==> src/rtl/cpu_fetch_pkg.sv <==
// Shared types and defaults for the fetch front end and its instruction queue.
package cpu_fetch_pkg;

  localparam int unsigned XLEN             = 32;
  localparam int unsigned IQ_DEPTH_DEFAULT = 8;
  localparam logic [XLEN-1:0] RESET_PC_DEFAULT = 32'h1ECE_B000;

  typedef logic [XLEN-1:0] instr_t;

  typedef enum logic {
    IDLE = 1'b0,
    WAIT = 1'b1
  } fetch_state_t;

endpackage

==> src/rtl/instr_queue.sv <==
// Circular instruction FIFO; head is presented from registered state with no bypass.
// IQ_ASSERT_EN adds simulation checks for push-while-full and pop-while-empty.
module instr_queue
  import cpu_fetch_pkg::*;
#(
  parameter int unsigned DEPTH = IQ_DEPTH_DEFAULT
) (
  input  logic   clk,
  input  logic   rst,
  input  logic   i_push,
  input  logic   i_pop,
  input  instr_t i_data,
  output instr_t o_data,
  output logic   o_empty,
  output logic   o_full
);

  localparam int unsigned AW    = $clog2(DEPTH);
  localparam int unsigned PTR_W = AW + 1;

  instr_t           r_mem [DEPTH];
  logic [PTR_W-1:0] r_head;
  logic [PTR_W-1:0] r_tail;
  logic             w_empty;
  logic             w_full;
  logic             w_do_push;
  logic             w_do_pop;

  // Extra pointer MSB distinguishes full from empty when the index bits match.
  assign w_empty   = (r_head == r_tail);
  assign w_full    = (r_head[AW-1:0] == r_tail[AW-1:0]) && (r_head[AW] != r_tail[AW]);
  assign w_do_push = i_push && !w_full;
  assign w_do_pop  = i_pop && !w_empty;

  always_ff @(posedge clk) begin
    if (rst) begin
      r_head <= '0;
      r_tail <= '0;
    end else begin
      if (w_do_push) r_tail <= r_tail + PTR_W'(1);
      if (w_do_pop)  r_head <= r_head + PTR_W'(1);
    end
  end

  always_ff @(posedge clk) begin
    if (!rst && w_do_push) r_mem[r_tail[AW-1:0]] <= i_data;
  end

  assign o_data  = w_empty ? '0 : r_mem[r_head[AW-1:0]];
  assign o_empty = w_empty;
  assign o_full  = w_full;

`ifdef IQ_ASSERT_EN
  a_push_full: assert property (@(posedge clk) disable iff (rst) !(i_push && w_full))
    else $error("instr_queue: push while full");
  a_pop_empty: assert property (@(posedge clk) disable iff (rst) !(i_pop && w_empty))
    else $error("instr_queue: pop while empty");
`endif

endmodule

==> src/rtl/cpu_fetch_iqueue.sv <==
// Sequential fetch FSM feeding an instruction queue; data port tied off.
// IQ_ASSERT_EN enables simulation-only protocol assertions.
module cpu_fetch_iqueue
  import cpu_fetch_pkg::*;
#(
  parameter int unsigned SUPERSCALAR = 1,
  parameter int unsigned IQ_DEPTH    = IQ_DEPTH_DEFAULT,
  parameter logic [31:0] RESET_PC    = RESET_PC_DEFAULT
) (
  input  logic        clk,
  input  logic        rst,
  output logic [31:0] imem_addr,
  output logic [3:0]  imem_rmask,
  input  logic [31:0] imem_rdata,
  input  logic        imem_resp,
  output logic [31:0] dmem_addr,
  output logic [3:0]  dmem_rmask,
  output logic [3:0]  dmem_wmask,
  input  logic [31:0] dmem_rdata,
  output logic [31:0] dmem_wdata,
  input  logic        dmem_resp,
  output instr_t      instr           [SUPERSCALAR],
  output logic        instr_valid_out [SUPERSCALAR]
);

  fetch_state_t r_state;
  fetch_state_t w_state_next;
  logic [31:0]  r_pc;
  logic [31:0]  w_pc_next;
  logic [3:0]   w_rmask;
  logic         w_push;
  logic         w_pop;
  instr_t       w_q_data;
  logic         w_q_empty;
  logic         w_q_full;
  logic         w_unused;

  always_ff @(posedge clk) begin
    if (rst) begin
      r_state <= IDLE;
      r_pc    <= RESET_PC;
    end else begin
      r_state <= w_state_next;
      r_pc    <= w_pc_next;
    end
  end

  // One request in flight; the strobe lives only in the IDLE cycle that issues it.
  always_comb begin
    w_state_next = r_state;
    w_pc_next    = r_pc;
    w_rmask      = 4'h0;
    w_push       = 1'b0;
    case (r_state)
      IDLE: begin
        if (!w_q_full) begin
          w_rmask      = 4'hF;
          w_state_next = WAIT;
        end
      end
      WAIT: begin
        if (imem_resp) begin
          w_push       = 1'b1;
          w_pc_next    = r_pc + 32'd4;
          w_state_next = IDLE;
        end
      end
    endcase
  end

  assign imem_addr  = r_pc;
  assign imem_rmask = rst ? 4'h0 : w_rmask;

  // Decode stub is always ready.
  assign w_pop = !w_q_empty;

  instr_queue #(
    .DEPTH (IQ_DEPTH)
  ) u_iq (
    .clk     (clk),
    .rst     (rst),
    .i_push  (w_push),
    .i_pop   (w_pop),
    .i_data  (imem_rdata),
    .o_data  (w_q_data),
    .o_empty (w_q_empty),
    .o_full  (w_q_full)
  );

  always_comb begin
    for (int i = 0; i < int'(SUPERSCALAR); i++) begin
      instr[i]           = (i == 0) ? w_q_data : '0;
      instr_valid_out[i] = (i == 0) ? !w_q_empty : 1'b0;
    end
  end

  assign dmem_addr  = 32'h0;
  assign dmem_rmask = 4'h0;
  assign dmem_wmask = 4'h0;
  assign dmem_wdata = 32'h0;
  assign w_unused   = ^{dmem_rdata, dmem_resp};

`ifdef IQ_ASSERT_EN
  logic r_rst_d;

  always_ff @(posedge clk) r_rst_d <= rst;

  a_rmask_pulse: assert property (@(posedge clk) disable iff (rst)
    (imem_rmask != 4'h0) |=> (imem_rmask == 4'h0))
    else $error("cpu_fetch_iqueue: imem_rmask held for 2 cycles");
  a_resp_idle: assert property (@(posedge clk) disable iff (rst)
    (imem_resp && (r_state == IDLE)) |-> r_rst_d)
    else $error("cpu_fetch_iqueue: imem_resp while IDLE");
`endif

endmodule

==> config.mk <==
export PLATFORM = sky130hd
export DESIGN_NAME = cpu_fetch_iqueue
export DESIGN_NICKNAME = d
export VERILOG_FILES = /design/src/rtl/cpu_fetch_pkg.sv /design/src/rtl/instr_queue.sv /design/src/rtl/cpu_fetch_iqueue.sv
export SDC_FILE = /design/constraint.sdc
export NUM_CORES = 1
export LEC_CHECK = 0
export ABC_CLOCK_PERIOD_IN_PS = 10900
export BUFFER_PORTS_ARGS = -buffer_cell sky130_fd_sc_hd__buf_2
export CAP_MARGIN = 20
export CORE_MARGIN = 2
export CORE_UTILIZATION = 32
export DETAILED_ROUTE_END_ITERATION = 6
export GPL_ROUTABILITY_DRIVEN = 0
export GPL_TIMING_DRIVEN = 0
export PLACE_DENSITY = 0.48
export SYNTH_ARGS = -nofsm -noshare
export SYNTH_HDL_FRONTEND = slang
export SYNTH_HIERARCHICAL = 1
export SYNTH_SLANG_ARGS = --single-unit
==> constraint.sdc <==
create_clock -name clk -period 10.9 [get_ports clk]
set_input_delay 0.545 -clock clk [delete_from_list [all_inputs] [get_ports clk]]
set_output_delay 0.545 -clock clk [all_outputs]
set_load 0.01 [all_outputs]
==> metrics.txt <==
Worst Skew 0.0204 ns; CTS Root Cell clkbuf_16; switching share of power 22.0%; Rel. slew slack 35.2%; WS Path Type reg -> out; Post-CTS Resized 0; drt initial violations 256; critical path launch point type register; register-to-register setup slack 7.87 ns; Detailed Route WL 28.0 mm; RSZ-0062 raised after global routing false; Worst EP required 10.36 ns; minimum clock period 3.09 ns; CORE AREA 38600 sq um; worst-margin pin slew 0.972 ns; H-tree levels 2; placed cell areas 14400 sq um; first-pass GRT wire length 42.4 mm; # rows 72; final period utilization 28.4%; DP Worst Slack 7.60 ns; Worst Reg-to-Reg Cells 7; starting density of the core 32.4%; fillers 3602; Most common cell on crit path buf_2; EDFF count, synth 256; hold-fix buffers at CTS 0; R2R Path Start r_state; Power Total 2480 uW; Clock Path Buffers 3; Num CTS Buffers 35; nets@finish 1070; Clk Latency, worst-skew pair 0.52 ns; Vias 6905; Top FF cell, synth edfxtp_1; NetSw 546 uW; die span in x 202 microns; Hold EP u_iq/r_mem[5][11]; grt total ovfl 0; Via-to-Cell Ratio 4.48; CP arrival 2.55 ns; final worst slack 7.81 ns; IO Port Bufs 101; CP Max Fanout 10; Comb pwr share 6.7%; Worst path depth 6; status completed; IO Pins 209; number of global-route vias before repair 6954; Post-Syn Area 12500 sq um; Sum Neg Setup Slack 0 ns; worst reg2reg endpoint u_iq/r_mem[2][9]; drt drc 0; worst path bufs/invs 3; setup bufs post-CTS 0; P&R area growth vs syn 23.2%; Die Height 202 microns; sequential power share 50.3%; share of cells above drive strength 1 36.4%; max-cap violations 0; clock slew at reported path FFs 0.06 ns; average size of a mapped cell 16.8 sq um; worst vdd ir 0.116 mV; GR Util All Layers 13.8%; Crit-path slowest cell buf_1; cell count after synthesis 745; DP Wirelength 19.1 mm; clock network power share 43.0%; routed len/inst 18.2 microns; CTS tree built; final hold viol count 0; min-delay worst type in -> reg; Achievable Freq 324 MHz; Critical Path Sink Type primary output; FF+latch count, synth 298; largest net degree at the start of global routing 13; initial antenna violation count 3; internal power 1930 uW; max-slew violation count 0; Post-DRT Antenna Nets 0; Synth cell types 44; Setup-failing EPs final 0; sequential share of the synthesized area 68.1%; PD cells 161 nW/um^2; Hold Path Origin imem_rdata[11]; Async SR Flop Fraction 0%; crit-path cells buf_2 > buf_1 > mux4_2 > mux2i_1 > nor2_1 > buf_2; CTS sink cnt 298; Leak 0.00546 uW; Worst path max stage delay 0.63 ns; drt pass-1 iters 4; die area 40700 sq um; post-route cell area 15400 sq um; Cells on Worst Hold Path 1; synth warn 6; critical path's top delay family buffers and inverters
==> synth_stat cells, types with 4 or more instances <==
| cell type | instances | area (sq um) |
|---|---|---|
| or3_1 | 8 | 50.1 |
| buf_4 | 79 | 593 |
| buf_1 | 8 | 30.0 |
| edfxtp_1 | 256 | 7690 |
| clkbuf_1 | 9 | 33.8 |
| nor2b_1 | 10 | 62.6 |
| buf_2 | 18 | 90.1 |
| dfxtp_1 | 42 | 841 |
| mux2i_1 | 39 | 390 |
| nand2b_1 | 4 | 25.0 |
| nor2_1 | 48 | 180 |
| xnor2_1 | 10 | 87.6 |
| nand4_1 | 8 | 50.1 |
| nor4_1 | 4 | 25.0 |
| xor2_1 | 4 | 35.0 |
| a21oi_1 | 11 | 55.1 |
| inv_1 | 6 | 22.5 |
| nand2_1 | 23 | 86.3 |
| or4_1 | 13 | 97.6 |
| o21ai_0 | 7 | 35.0 |
| mux4_2 | 64 | 1440 |
| nor3_1 | 14 | 70.1 |
| nand3_1 | 14 | 70.1 |
| o31ai_1 | 9 | 67.6 |
==> per-stage QoR <==
stage / util, % / instances / hold slack [ns]
2_1_floorplan: - / 818 / 0.496
3_3_place_gp: 36.1 / 1437 / 0.477
3_5_place_dp: 37.2 / 1480 / 0.496
4_1_cts: 39.9 / 1539 / 0.266
5_1_grt: 39.9 / 1539 / 0.279
6_report: 39.9 / 1540 / 0.287
==> flip-flops by register name (all words and copies together), names as in the netlist, named ones only <==
signal,flops
u_iq/r_tail,4
u_iq/r_head,4
imem_addr,30
r_state,1
u_iq/r_mem,256
==> worst max path at each step <==
stage | from | slack [ns] | end
after floorplan | imem_resp | 5.94 | u_iq/r_mem[0][0]
after global placement | imem_resp | 1.31 | u_iq/r_mem[1][14]
after detailed placement | imem_resp | 7.60 | u_iq/r_mem[2][14]
after CTS | register | 7.72 | instr[20]
after global routing | register | 7.58 | instr[23]
final | register | 7.81 | instr[13]
==> cell usage in the layout, fill, tap and decap left out, types with 11 or more instances in the layout <==
cell         n
mux4_2      64
conb_1      74
clkbuf_1    20
or4_1       13
buf_2      119
clkbuf_16   35
mux2i_1     39
nor2_1      48
dfxtp_1     42
a21oi_1     11
edfxtp_1   256
nand2_1     23
nor3_1      11
nand3_1     14
buf_6       15
buf_4      105
==> power groups by stage <==
stage / Clock (uW) / Sequential [uW] / Combinational [uW]
finish: 1070 / 1250 / 166
global route: 1150 / 1250 / 184
CTS: 1100 / 1250 / 170
detailed placement: 0 / 1270 / 170
global placement: 0 / 1270 / 166
floorplan: 0 / 1270 / 108
==> layout make-up <==
cell class,instances,area [sq um],area share [%]
repair buffers,144,900,5.83
inverters,6,22.5,0.146
plain buffers,114,747,4.84
well taps,518,648,4.20
diodes,1,2.50,0.0162
multi-input cells,400,3540,23.0
flip-flops and latches,298,8530,55.3
clock buffers,49,958,6.22
clock inverters,10,72.6,0.471
==> routing by layer <==
layer  global-route usage [%]  vias to the layer above  routed length, microns
met4                     3.70                        4                     477
li1                         -                     3274                       -
met2                     22.4                      188                   13200
met5                        0                        -                      21
met1                     18.7                     3399                   12800
met3                     3.16                       40                    1530
==> kinds of logic after synthesis <==
logic type                 Yosys count  synth area share [%]
muxes                              109                  15.2
AOI/OAI and AO/OA                   34                  1.80
adders and majority gates            3                 0.300
and+or+nand+nor                    164                  7.18
other                                1                0.0300
DFF                                298                  68.1
xor gates and xnor gates            16                  1.24
buffers and inverters              120                  6.15
Power figures use the tool's default switching activity.
